<file path="config.mk">
export PLATFORM = sky130hd
export DESIGN_NAME = pixel_uart_serializer
export DESIGN_NICKNAME = d
export VERILOG_FILES = /design/src/rtl/pixel_uart_serializer.sv
export SDC_FILE = /design/constraint.sdc
export NUM_CORES = 1
export LEC_CHECK = 0
export BUFFER_PORTS_ARGS = -buffer_cell sky130_fd_sc_hd__buf_2
export CAP_MARGIN = 0
export CELL_PAD_IN_SITES_DETAIL_PLACEMENT = 1
export CELL_PAD_IN_SITES_GLOBAL_PLACEMENT = 1
export CORE_ASPECT_RATIO = 0.9
export CORE_MARGIN = 2
export CORE_UTILIZATION = 46
export CTS_BUF_LIST = sky130_fd_sc_hd__clkbuf_4 sky130_fd_sc_hd__clkbuf_8
export DETAILED_ROUTE_END_ITERATION = 12
export PLACE_DENSITY_LB_ADDON = 0.25
export SLEW_MARGIN = 30
export SYNTH_ARGS = -nofsm -noshare
export SYNTH_HDL_FRONTEND = slang
export SYNTH_SLANG_ARGS = --single-unit
</file>
<file path="constraint.sdc">
create_clock -name clk_200mhz -period 2.7 [get_ports clk_200mhz]
set_clock_uncertainty 0.15 [all_clocks]
set_input_delay 0.27 -clock clk_200mhz [delete_from_list [all_inputs] [get_ports clk_200mhz]]
set_output_delay 0.27 -clock clk_200mhz [all_outputs]
set_load 0.1 [all_outputs]
</file>
<file path="src/rtl/pixel_uart_serializer.sv">
// -----------------------------------------------------------------------------
// pixel_uart_serializer
//
// Final output stage of the edge-detection pipeline. Accepts 8-bit pooled
// pixels over a valid/ready handshake, buffers them in a small circular FIFO
// and transmits them as UART frames on a single serial line. A sync header
// byte (HEADER_BYTE) precedes every image of IMG_PIXELS pixels so the host can
// locate image boundaries.
//
// Optional feature (compile-time macro):
//   SERIALIZER_PARITY_EN  defined   : 8E1 frames (even parity bit between the
//                                     data bits and the stop bit)
//                         undefined : 8N1 frames (default build)
//
// Ports:
//   clk_200mhz  in   1  system clock, all logic on the rising edge
//   reset       in   1  synchronous, active-high reset
//   pixel_in    in   8  pooled pixel from the pooling stage
//   valid_in    in   1  pixel_in valid
//   ready_out   out  1  FIFO can accept a pixel (registered)
//   tx_out      out  1  UART serial line, idle high (registered)
//   busy        out  1  a UART frame is in progress
//   frame_done  out  1  one-cycle pulse after the last pixel's stop bit
// -----------------------------------------------------------------------------
module pixel_uart_serializer #(
  parameter int          CLKS_PER_BIT = 1736,
  parameter int          FIFO_DEPTH   = 4,
  parameter int          IMG_PIXELS   = 961,
  parameter logic [7:0]  HEADER_BYTE  = 8'hA5
) (
  input  logic       clk_200mhz,
  input  logic       reset,
  input  logic [7:0] pixel_in,
  input  logic       valid_in,
  output logic       ready_out,
  output logic       tx_out,
  output logic       busy,
  output logic       frame_done
);

  localparam int PTR_W  = $clog2(FIFO_DEPTH);
  localparam int CNT_W  = PTR_W + 1;
  localparam int BAUD_W = $clog2(CLKS_PER_BIT);
  localparam int PIX_W  = $clog2(IMG_PIXELS + 1);

  localparam logic [BAUD_W-1:0] BAUD_LAST = BAUD_W'(CLKS_PER_BIT - 1);
  localparam logic [CNT_W-1:0]  FIFO_FULL = CNT_W'(FIFO_DEPTH);
  localparam logic [PIX_W-1:0]  PIX_LAST  = PIX_W'(IMG_PIXELS - 1);

  localparam logic [2:0] ST_IDLE   = 3'd0;
  localparam logic [2:0] ST_START  = 3'd1;
  localparam logic [2:0] ST_DATA   = 3'd2;
  localparam logic [2:0] ST_STOP   = 3'd3;
`ifdef SERIALIZER_PARITY_EN
  localparam logic [2:0] ST_PARITY = 3'd4;
`endif

  // ---------------------------------------------------------------------------
  // Pixel FIFO
  // ---------------------------------------------------------------------------
  logic [7:0]       mem_q [FIFO_DEPTH];
  logic [PTR_W-1:0] wr_ptr_q, wr_ptr_d;
  logic [PTR_W-1:0] rd_ptr_q, rd_ptr_d;
  logic [CNT_W-1:0] count_q, count_d;
  logic             ready_q, ready_d;

  logic push;
  logic pop;
  logic fifo_empty;

  assign push       = valid_in && ready_q;
  assign fifo_empty = (count_q == '0);

  always_comb begin
    wr_ptr_d = wr_ptr_q;
    rd_ptr_d = rd_ptr_q;
    count_d  = count_q;
    if (push) begin
      wr_ptr_d = wr_ptr_q + PTR_W'(1);
    end
    if (pop) begin
      rd_ptr_d = rd_ptr_q + PTR_W'(1);
    end
    case ({push, pop})
      2'b10:   count_d = count_q + CNT_W'(1);
      2'b01:   count_d = count_q - CNT_W'(1);
      default: count_d = count_q;
    endcase
    // Registered from the next count, so ready_out always equals
    // (count < FIFO_DEPTH) without any combinational path from pop.
    ready_d = (count_d < FIFO_FULL);
  end

  // NOTE: pixel storage has no reset; emptiness is tracked by count/pointers,
  // so stale entries are never read and the array maps onto plain RAM/flops.
  always_ff @(posedge clk_200mhz) begin
    if (push) begin
      mem_q[wr_ptr_q] <= pixel_in;
    end
  end

  // ---------------------------------------------------------------------------
  // UART transmitter and image framing
  // ---------------------------------------------------------------------------
  logic [2:0]        state_q, state_d;
  logic [BAUD_W-1:0] baud_q, baud_d;
  logic [2:0]        bit_idx_q, bit_idx_d;
  logic [7:0]        shift_q, shift_d;
  logic              tx_q, tx_d;
  logic              is_pixel_q, is_pixel_d;
  logic [PIX_W-1:0]  pix_cnt_q, pix_cnt_d;
  logic              header_pending_q, header_pending_d;
  logic              frame_done_q, frame_done_d;
`ifdef SERIALIZER_PARITY_EN
  logic              parity_q, parity_d;
`endif

  logic       baud_done;
  logic       load;
  logic [7:0] load_byte;

  assign baud_done = (baud_q == BAUD_LAST);

  // NOTE: every signal driven here gets a default first, using blocking
  // assignments; any path that skipped an assignment would infer a latch.
  always_comb begin
    state_d          = state_q;
    baud_d           = baud_q;
    bit_idx_d        = bit_idx_q;
    shift_d          = shift_q;
    tx_d             = tx_q;
    is_pixel_d       = is_pixel_q;
    pix_cnt_d        = pix_cnt_q;
    header_pending_d = header_pending_q;
    frame_done_d     = 1'b0;
    pop              = 1'b0;
    load             = 1'b0;
    load_byte        = HEADER_BYTE;
`ifdef SERIALIZER_PARITY_EN
    parity_d         = parity_q;
`endif

    case (state_q)
      ST_IDLE: begin
        tx_d = 1'b1;
        // The header has priority over queued pixels and goes out even when
        // the FIFO is empty, so every image starts with a sync byte.
        if (header_pending_q) begin
          load             = 1'b1;
          load_byte        = HEADER_BYTE;
          header_pending_d = 1'b0;
          is_pixel_d       = 1'b0;
        end else if (!fifo_empty) begin
          load       = 1'b1;
          pop        = 1'b1;
          load_byte  = mem_q[rd_ptr_q];
          is_pixel_d = 1'b1;
        end
        if (load) begin
          // The start bit begins on the load edge itself.
          state_d   = ST_START;
          baud_d    = '0;
          bit_idx_d = '0;
          shift_d   = load_byte;
          tx_d      = 1'b0;
`ifdef SERIALIZER_PARITY_EN
          parity_d  = ^load_byte;
`endif
        end
      end

      ST_START: begin
        if (baud_done) begin
          state_d = ST_DATA;
          baud_d  = '0;
          tx_d    = shift_q[0];
        end else begin
          baud_d = baud_q + BAUD_W'(1);
        end
      end

      ST_DATA: begin
        if (baud_done) begin
          baud_d  = '0;
          shift_d = {1'b0, shift_q[7:1]};
          if (bit_idx_q == 3'd7) begin
`ifdef SERIALIZER_PARITY_EN
            state_d = ST_PARITY;
            tx_d    = parity_q;
`else
            state_d = ST_STOP;
            tx_d    = 1'b1;
`endif
          end else begin
            bit_idx_d = bit_idx_q + 3'd1;
            // Next bit is the one about to land in shift[0].
            tx_d      = shift_q[1];
          end
        end else begin
          baud_d = baud_q + BAUD_W'(1);
        end
      end

`ifdef SERIALIZER_PARITY_EN
      ST_PARITY: begin
        if (baud_done) begin
          state_d = ST_STOP;
          baud_d  = '0;
          tx_d    = 1'b1;
        end else begin
          baud_d = baud_q + BAUD_W'(1);
        end
      end
`endif

      ST_STOP: begin
        if (baud_done) begin
          state_d = ST_IDLE;
          baud_d  = '0;
          tx_d    = 1'b1;
          // Only pixel frames advance the image position; headers never do.
          if (is_pixel_q) begin
            if (pix_cnt_q == PIX_LAST) begin
              pix_cnt_d        = '0;
              header_pending_d = 1'b1;
              frame_done_d     = 1'b1;
            end else begin
              pix_cnt_d = pix_cnt_q + PIX_W'(1);
            end
          end
        end else begin
          baud_d = baud_q + BAUD_W'(1);
        end
      end

      default: begin
        state_d = ST_IDLE;
        baud_d  = '0;
        tx_d    = 1'b1;
      end
    endcase
  end

  // NOTE: sequential state uses non-blocking assignments so every register
  // samples the pre-edge values, independent of statement order.
  always_ff @(posedge clk_200mhz) begin
    if (reset) begin
      wr_ptr_q         <= '0;
      rd_ptr_q         <= '0;
      count_q          <= '0;
      ready_q          <= 1'b1;
      state_q          <= ST_IDLE;
      baud_q           <= '0;
      bit_idx_q        <= '0;
      shift_q          <= '0;
      tx_q             <= 1'b1;
      is_pixel_q       <= 1'b0;
      pix_cnt_q        <= '0;
      header_pending_q <= 1'b1;
      frame_done_q     <= 1'b0;
`ifdef SERIALIZER_PARITY_EN
      parity_q         <= 1'b0;
`endif
    end else begin
      wr_ptr_q         <= wr_ptr_d;
      rd_ptr_q         <= rd_ptr_d;
      count_q          <= count_d;
      ready_q          <= ready_d;
      state_q          <= state_d;
      baud_q           <= baud_d;
      bit_idx_q        <= bit_idx_d;
      shift_q          <= shift_d;
      tx_q             <= tx_d;
      is_pixel_q       <= is_pixel_d;
      pix_cnt_q        <= pix_cnt_d;
      header_pending_q <= header_pending_d;
      frame_done_q     <= frame_done_d;
`ifdef SERIALIZER_PARITY_EN
      parity_q         <= parity_d;
`endif
    end
  end

  assign ready_out  = ready_q;
  assign tx_out     = tx_q;
  assign busy       = (state_q != ST_IDLE);
  assign frame_done = frame_done_q;

endmodule

</file>
==> results of run 1 <==
[worst paths after layout]
path	startpoint	endpoint	slack [ns]	depth (start not counted)
hold reg to reg	shift_q[4]$_SDFFE_PP0P_	shift_q[4]$_SDFFE_PP0P_	0.32	2
setup reg to reg	state_q[0]$_SDFFE_PP0P_	shift_q[2]$_SDFFE_PP0P_	0.32	7
setup / recovery	state_q[0]$_SDFFE_PP0P_	shift_q[2]$_SDFFE_PP0P_	0.32	7
hold / removal	valid_in	wr_ptr_q[1]$_SDFFE_PP0P_	0.08	3
[cell usage in the layout, fill, tap and decap left out, types with 9 or more instances in the layout]
master | netlist | layout
dfxtp_1 | 48 | 45
edfxtp_1 | 32 | 32
nor2_1 | 28 | 28
nand2_1 | 21 | 21
o21ai_0 | 17 | 17
a21oi_1 | 16 | 16
nand4_1 | 14 | 14
buf_2 | 3 | 14
xnor2_1 | 13 | 13
ha_1 | 15 | 13
clkbuf_8 | 0 | 9
buf_4 | 0 | 9
[what timing repair did]
item / CTS / global route
hold buffers: 8 / 0
hold endpoints to repair: 32 / 0
resized for setup: 0 / 0
[sequential cells by signal, indices dropped and copies added, names as in the netlist, named ones only]
name and cells:
wr_ptr_q 2, header_pending_q 1, bit_idx_q 3, state_q 2, mem_q 32, shift_q 8
is_pixel_q 1, pix_cnt_q 10, rd_ptr_q 2, frame_done 1, tx_out 1, baud_q 11
count_q 2, ready_out 1
[synth_stat cells (6+ instances only)]
cell type,number,area (sq um)
dfxtp_1,48,961
edfxtp_1,32,961
nor2_1,28,105
nand2_1,21,78.8
o21ai_0,17,85.1
a21oi_1,16,80.1
ha_1,15,188
nand4_1,14,87.6
xnor2_1,13,114
inv_1,11,41.3
mux4_2,8,180
nand3_1,8,40.0
a32o_1,7,70.1
clkbuf_1,7,26.3
or4_1,7,52.6
or3_1,6,37.5
[per-layer routing]
metal / up-vias / GRT usage, % / part of all wire (%)
met5: - / 0 / 0
met4: 0 / 5.18 / 0.62
met3: 7 / 5.69 / 4.7
met2: 39 / 34.7 / 49
met1: 1346 / 27.9 / 46
li1: 1301 / - / -
[worst max-delay path, cell delays in order, from the launching register on]
cell,delay (ns)
dfxtp_2,0.35
inv_2,0.09
ha_1,0.51
inv_1,0.28
o41ai_1,0.48
buf_4,0.23
nand4_1,0.12
o21ai_0,0.10
[cells by family after synthesis]
group,count (synthesis),synth area share (%)
AND/OR/NAND/NOR,116,17.9
flip-flops,80,52.7
AO/OA/AOI/OAI,67,12.3
buffers and inverters,23,2.67
adder cells (fa/ha/maj),16,5.69
XOR/XNOR,14,3.36
multiplexers,10,5.49
[layout make-up]
cell class | count | area share (%)
inverter | 12 | 1.17
clock buffer | 9 | 2.97
timing repair buffer | 31 | 5.22
clock inverter | 7 | 1.68
tap | 96 | 2.88
sequential | 80 | 46.2
multi-input combinational | 223 | 39.9
[metrics by stage]
step	util, %	hold slack (ns)
detailed placement	51.1	0.308
CTS	54.7	0.0577
global placement	51.1	0.294
finish	54.7	0.0766
global route	54.7	0.0602
floorplan	-	0.219
[power by group]
group,switching [mW],total [mW],internal (mW)
sequential,0.141,1.57,1.43
clock,0.449,0.877,0.429
combinational,0.781,1.24,0.459
total,1.37,3.69,2.32
==> impl_metrics.toml, run 1 <==
[critical_path]
cp_max_fo = 15
cp.required_ns = 2.82
worst_setup_path_end_kind = "register"
critPathKind = "reg2reg"
worst_ep_arrival_time_ns = 2.51
start_kind = "register"

[layout]
final_cells = 458
stdcell_area_sq_mm = 0.00417
area_delta_synth_final_pct = 14.2
multiInputGateArea_sq_mm = 0.00166
diodes = 0
register_area_sq_mm = 0.00193
drive_gt1_share_pct = 18.5
num-nets-final = 384
n_fill_cell = 827

[timing]
setup_slack_ns = 0.316
rsz0062_at_grt = "false"
drv_slew = 0
hold_viol_final = 0
setup_viol_count_final = 0
min_period_ns = 2.38
setup_tns_ns = 0
worst_pin_slew_ns = 0.808
maxSlewHeadroom_pct = 45.8
min_period_over_period_pct = 88.3
max_freq_mhz = 419

[clock_tree]
clock-sinks = 80
clk_latency_ns = 0.35
post_cts_buffers = 0
clk_pin_slew_worst_paths_ns = 0.08
h-tree-depth = 3
cts_tree = "done"
cts_root_buffer = "clkbuf_8"
cts_made_buffers = 9
clockBufferDepth = 2

[floorplanning]
die_h_um = 88.5
core_sq_mm = 0.00762
start_util_pct = 47.9
fp.dieW_um = 97.9
ios = 15
dieArea_sq_mm = 0.00866
rows = 30

[synthesis]
ys_types = 50
synthArstFlopShare_pct = 0
synth-edff-count = 32
avgSynthCellArea_sq_um = 11.2
netlist_area_sq_mm = 0.00365
synth.yosys.warnings = 0
synth_ff_type = "dfxtp_1"
yosysSeqAreaShare_pct = 52.7
synthCells = 326
ys_ff_latch = 80
synth.net_count = 353

[grt]
grt_pass1_wl_um = 14000
overflow = 0
antenna_found_initial = 0
grt_start_max_net_pins = 25
track_usage_pct = 21.0
first_global_vias = 2721

[placement]
dp.cells = 434
gp_congestion = 0.789
io_buffers = 14
hpwl_um = 6230
placed_area_sq_mm = 0.00389
place_ws_ns = 0.334

[min_path]
hp-class = "in2reg"

[outcome]
outcome = "completed"

[routing]
num_vias = 2693
post_drt_wl_per_cell_um = 18.6
drc = 0
drtIter0Drc = 104
drtPass1Iterations = 4
vias_per_cell = 5.88
wl_um = 8530
postRouteAntennaNets = 0

[power]
vdd_drop_max_v = 0.000396
finalPower_mw = 3.69
total_leakage_power_nw = 1.41
power_density_mw_per_mm2 = 885

[job]
max-cap-violations = 0
(Power assumes the default switching activity.)
==> run 2, diff against run 1 <==
--- a/config.mk
+++ b/config.mk
@@ -11,10 +11,10 @@
 export CELL_PAD_IN_SITES_GLOBAL_PLACEMENT = 1
 export CORE_ASPECT_RATIO = 0.9
 export CORE_MARGIN = 2
-export CORE_UTILIZATION = 46
-export CTS_BUF_LIST = sky130_fd_sc_hd__clkbuf_4 sky130_fd_sc_hd__clkbuf_8
+export CORE_UTILIZATION = 49
+export CTS_BUF_LIST = sky130_fd_sc_hd__clkbuf_16
 export DETAILED_ROUTE_END_ITERATION = 12
-export PLACE_DENSITY_LB_ADDON = 0.25
+export PLACE_DENSITY = 0.79
 export SLEW_MARGIN = 30
 export SYNTH_ARGS = -nofsm -noshare
 export SYNTH_HDL_FRONTEND = slang
==> constraint.sdc (replaced) <==
create_clock -name clk_200mhz -period 2.5 [get_ports clk_200mhz]
set_clock_uncertainty 0.15 [all_clocks]
set_input_delay 0.25 -clock clk_200mhz [delete_from_list [all_inputs] [get_ports clk_200mhz]]
set_output_delay 0.25 -clock clk_200mhz [all_outputs]
set_load 0.1 [all_outputs]
==> impl_metrics.toml, run 2 (synthesis results as in run 1) <==
[job]
max-cap-violations = 0

[clock_tree]
clock-sinks = 80
cts_made_buffers = 9
cts_tree = "done"
clk_pin_slew_worst_paths_ns = 0.06
cts_root_buffer = "clkbuf_16"
post_cts_buffers = 0
clockBufferDepth = 2
clk_latency_ns = 0.34
h-tree-depth = 3

[critical_path]
crit_path_cell_trace = "inv_2 > ha_4 > clkinvlp_4 > nor3_4 > ha_2 > fa_2 > xnor2_1 > nor2_1 > xnor2_1 > or2_4"
worst_ep_arrival_time_ns = 2.41
cp_num_buf_inv = 2
critical_path.top_delay_family = "adder cells"
max_stage_delay_ns = 0.34
r2r_start = "state_q[1]$_SDFFE_PP0P_"
crit_slowest_cell = "dfxtp_2"
path_depth = 10
start_kind = "register"
r2r.worst_path.cells = 10
cp.required_ns = 2.57
cp_max_fo = 9
startpoint = "state_q[1]$_SDFFE_PP0P_"
worst_path_most_repeated_cell = "xnor2_1"
worst_setup_path_end_kind = "register"
critPathKind = "reg2reg"

[routing]
wl_um = 8600
drtPass1Iterations = 4
postRouteAntennaNets = 0
post_drt_wl_per_cell_um = 18.7
drc = 0
drtIter0Drc = 98
num_vias = 2713
vias_per_cell = 5.89

[grt]
first_global_vias = 2937
grt_pass1_wl_um = 14600
track_usage_pct = 23.6
antenna_found_initial = 0
grt_start_max_net_pins = 25
overflow = 0

[layout]
drive_gt1_share_pct = 19.8
diodes = 0
largest_register_ffs = 32
stdcell_area_sq_mm = 0.00432
largestRegisters = "mem_q x32, baud_q x11, pix_cnt_q x10"
layout_common_cells = "dfxtp_1 (45), edfxtp_1 (32), nor2_1 (28), nand2_1 (21), o21ai_0 (17)"
final_common_cell = "dfxtp_1"
num-nets-final = 390
largest-register = "mem_q"
area_delta_synth_final_pct = 18.3

[placement]
io_buffers = 14
place_ws_ns = 0.215
gp_congestion = 0.813
placed_area_sq_mm = 0.00394
hpwl_um = 6020

[floorplanning]
start_util_pct = 51.1
die_h_um = 85.9
dieArea_sq_mm = 0.00816
fp.dieW_um = 95.0
rows = 29
ios = 15
core_sq_mm = 0.00715

[power]
power_density_mw_per_mm2 = 1030
total_leakage_power_nw = 1.49
finalPower_mw = 4.43
vdd_drop_max_v = 0.000629

[min_path]
min_path_cells = 3
hp-class = "in2reg"
hp-start = "valid_in"

[timing]
worst_pin_slew_ns = 0.751
maxSlewHeadroom_pct = 48.6
setup_viol_count_final = 0
hold_viol_final = 0
min_period_over_period_pct = 93.4
setup_slack_ns = 0.165
rsz0062_at_grt = "false"
timing.hold.ws_ns = 0.0757
drv_slew = 0
min_period_ns = 2.34
max_freq_mhz = 428

[outcome]
outcome = "completed"
-- run 2: final cells by class --
type	count	area [sq um]
flip-flops and latches	80	1930
clock inverters	7	77.6
inverters	12	48.8
well taps	93	116
multi-input cells	223	1660
fillers	737	2830
clock buffers	9	225
repair buffers	37	263
-- run 2: repair_timing --
action	in CTS	in global routing
hold endpoints to repair	32	0
endpoints found under the setup margin	0	0
gates resized for setup	0	0
hold buffers	8	0
-- run 2: tightest hold or removal path: stages --
cell     delay, ns
buf_2         0.13
nand3_1       0.08
a21oi_1       0.05
-- run 2: final timing paths --
check                                           endpoint  slack [ns]
worst max-delay path                ready_out$_SDFF_PP1_        0.16
worst min-delay path            wr_ptr_q[1]$_SDFFE_PP0P_        0.08
worst max register to register      ready_out$_SDFF_PP1_        0.16
worst min register to register   shift_q[6]$_SDFFE_PP0P_        0.32
-- run 2: report_power, final --
part,internal [mW],total (mW),leakage (nW),switching (mW)
Sequential,1.55,1.70,0.684,0.149
Combinational,0.534,1.40,0.659,0.871
Clock,0.782,1.33,0.146,0.547
Total,2.86,4.43,1.49,1.57
-- run 2: routing by layer --
layer	track usage, %	routed length [um]	share of wire [%]	vias to the layer above
met1	28.4	3850	45	1330
met5	0	0	0	-
met4	8.56	186	2.2	0
li1	-	-	-	1316
met3	6.06	275	3.2	19
met2	40.7	4290	50	48
-- run 2: per-stage QoR --
step / setup TNS (ns) / cells / util (%)
after floorplan: -0.320 / 326 / -
after global placement: 0 / 437 / 55.0
after detailed placement: 0 / 437 / 55.0
after CTS: 0 / 461 / 60.4
after global routing: 0 / 461 / 60.4
final: 0 / 461 / 60.4
==> run 3, diff against run 2 <==
--- a/config.mk
+++ b/config.mk
@@ -14,6 +14,9 @@
 export CORE_UTILIZATION = 49
 export CTS_BUF_LIST = sky130_fd_sc_hd__clkbuf_16
 export DETAILED_ROUTE_END_ITERATION = 12
+export GPL_ROUTABILITY_DRIVEN = 0
+export HOLD_SLACK_MARGIN = 0.15
+export MAX_ROUTING_LAYER = met4
 export PLACE_DENSITY = 0.79
 export SLEW_MARGIN = 30
 export SYNTH_ARGS = -nofsm -noshare
==> impl_metrics.toml, run 3 (synthesis results as in run 1) <==
[outcome]
outcome = "completed"

[floorplanning]
ios = 15
start_util_pct = 51.1
rows = 29
fp.dieW_um = 95.0
core_sq_mm = 0.00715
die_h_um = 85.9
dieArea_sq_mm = 0.00816

[layout]
stdcell_area_sq_mm = 0.00433
drive_gt1_share_pct = 19.8
multiInputGateArea_sq_mm = 0.00166
diodes = 0
largest-register = "mem_q"
largest_register_ffs = 32
final_common_cell = "dfxtp_1"
register_area_sq_mm = 0.00193
n_fill_cell = 736
area_delta_synth_final_pct = 18.6
num-nets-final = 391
largestRegisters = "mem_q x32, baud_q x11, pix_cnt_q x10"
layout_common_cells = "dfxtp_1 (45), edfxtp_1 (32), nor2_1 (28), nand2_1 (21), o21ai_0 (17)"

[power]
power_density_mw_per_mm2 = 1020
vdd_drop_max_v = 0.000629
finalPower_mw = 4.43
total_leakage_power_nw = 1.49

[timing]
setup_viol_count_final = 0
min_period_ns = 2.34
max_freq_mhz = 428
worst_pin_slew_ns = 0.770
maxSlewHeadroom_pct = 47.4
min_period_over_period_pct = 93.4
rsz0062_at_grt = "false"
hold_viol_final = 0
setup_slack_ns = 0.164
drv_slew = 0

[routing]
drc = 0
drtIter0Drc = 109
num_vias = 2723
drtPass1Iterations = 4
post_drt_wl_per_cell_um = 18.7
vias_per_cell = 5.89
postRouteAntennaNets = 0
wl_um = 8620

[clock_tree]
cts_made_buffers = 9
ctsHoldBuffers = 9
cts_tree = "done"
cts_resized = 0
clk_pin_slew_worst_paths_ns = 0.06
post_cts_buffers = 0
clockBufferDepth = 2
cts_root_buffer = "clkbuf_16"
clock-sinks = 80
clk_latency_ns = 0.34
h-tree-depth = 3

[placement]
placed_area_sq_mm = 0.00394
io_buffers = 14
place_ws_ns = 0.215
hpwl_um = 6020

[critical_path]
cp.required_ns = 2.57
rrSetupSlack_ns = 0.16
worst_setup_path_end_kind = "register"
cp_max_fo = 9
worst_ep_arrival_time_ns = 2.41
start_kind = "register"
r2r.worst_path.cells = 10
critPathKind = "reg2reg"

[min_path]
hp-class = "in2reg"
min_path_cells = 2

[grt]
track_usage_pct = 24.3
overflow = 0
antenna_found_initial = 0
grt_start_max_net_pins = 25
first_global_vias = 2942
grt_pass1_wl_um = 14600

[job]
max-cap-violations = 0
[run 3: layer usage]
layer	GRT usage, %	vias to the layer above	part of all wire, %
li1	-	1318	-
met1	28.4	1344	45
met2	40.8	43	50
met3	5.98	18	2.2
met4	8.56	0	2.2
met5	-	-	0
[run 3: path summary, 6_finish.rpt]
check | end | start
worst max-delay path | ready_out$_SDFF_PP1_ | state_q[1]$_SDFFE_PP0P_
worst min-delay path | register | reset
worst max register to register | ready_out$_SDFF_PP1_ | state_q[1]$_SDFFE_PP0P_
worst min register to register | shift_q[6]$_SDFFE_PP0P_ | shift_q[6]$_SDFFE_PP0P_
[run 3: area by class of cell]
cell class                      instances  share of cell area, %
Sequential cell                        80                   44.5
Multi-Input combinational cell        223                   38.4
Clock inverter                          7                   1.79
Inverter                               12                   1.13
Tap cell                               93                   2.69
Clock buffer                            9                   5.20
Timing Repair Buffer                   38                   6.30
[run 3: report_power, final]
group,internal (mW),switching (mW)
clock network,0.782,0.545
registers,1.55,0.150
logic,0.535,0.874
total,2.86,1.57
[run 3: metrics by stage]
stage / instances / utilization (%) / TNS (ns) / hold WS [ns]
CTS: 462 / 60.5 / 0 / 0.196
detailed placement: 437 / 55.0 / 0 / 0.313
finish: 462 / 60.5 / 0 / 0.206
global route: 462 / 60.5 / 0 / 0.243
global placement: 437 / 55.0 / 0 / 0.303
floorplan: 326 / - / -0.320 / 0.199
[run 3: worst max-delay path: stages, from the launching register on]
cell	delay, ns
dfxtp_2	0.34
inv_2	0.10
ha_4	0.20
clkinvlp_4	0.18
nor3_4	0.20
ha_2	0.25
fa_2	0.21
xnor2_1	0.13
nor2_1	0.09
xnor2_1	0.14
or2_4	0.22
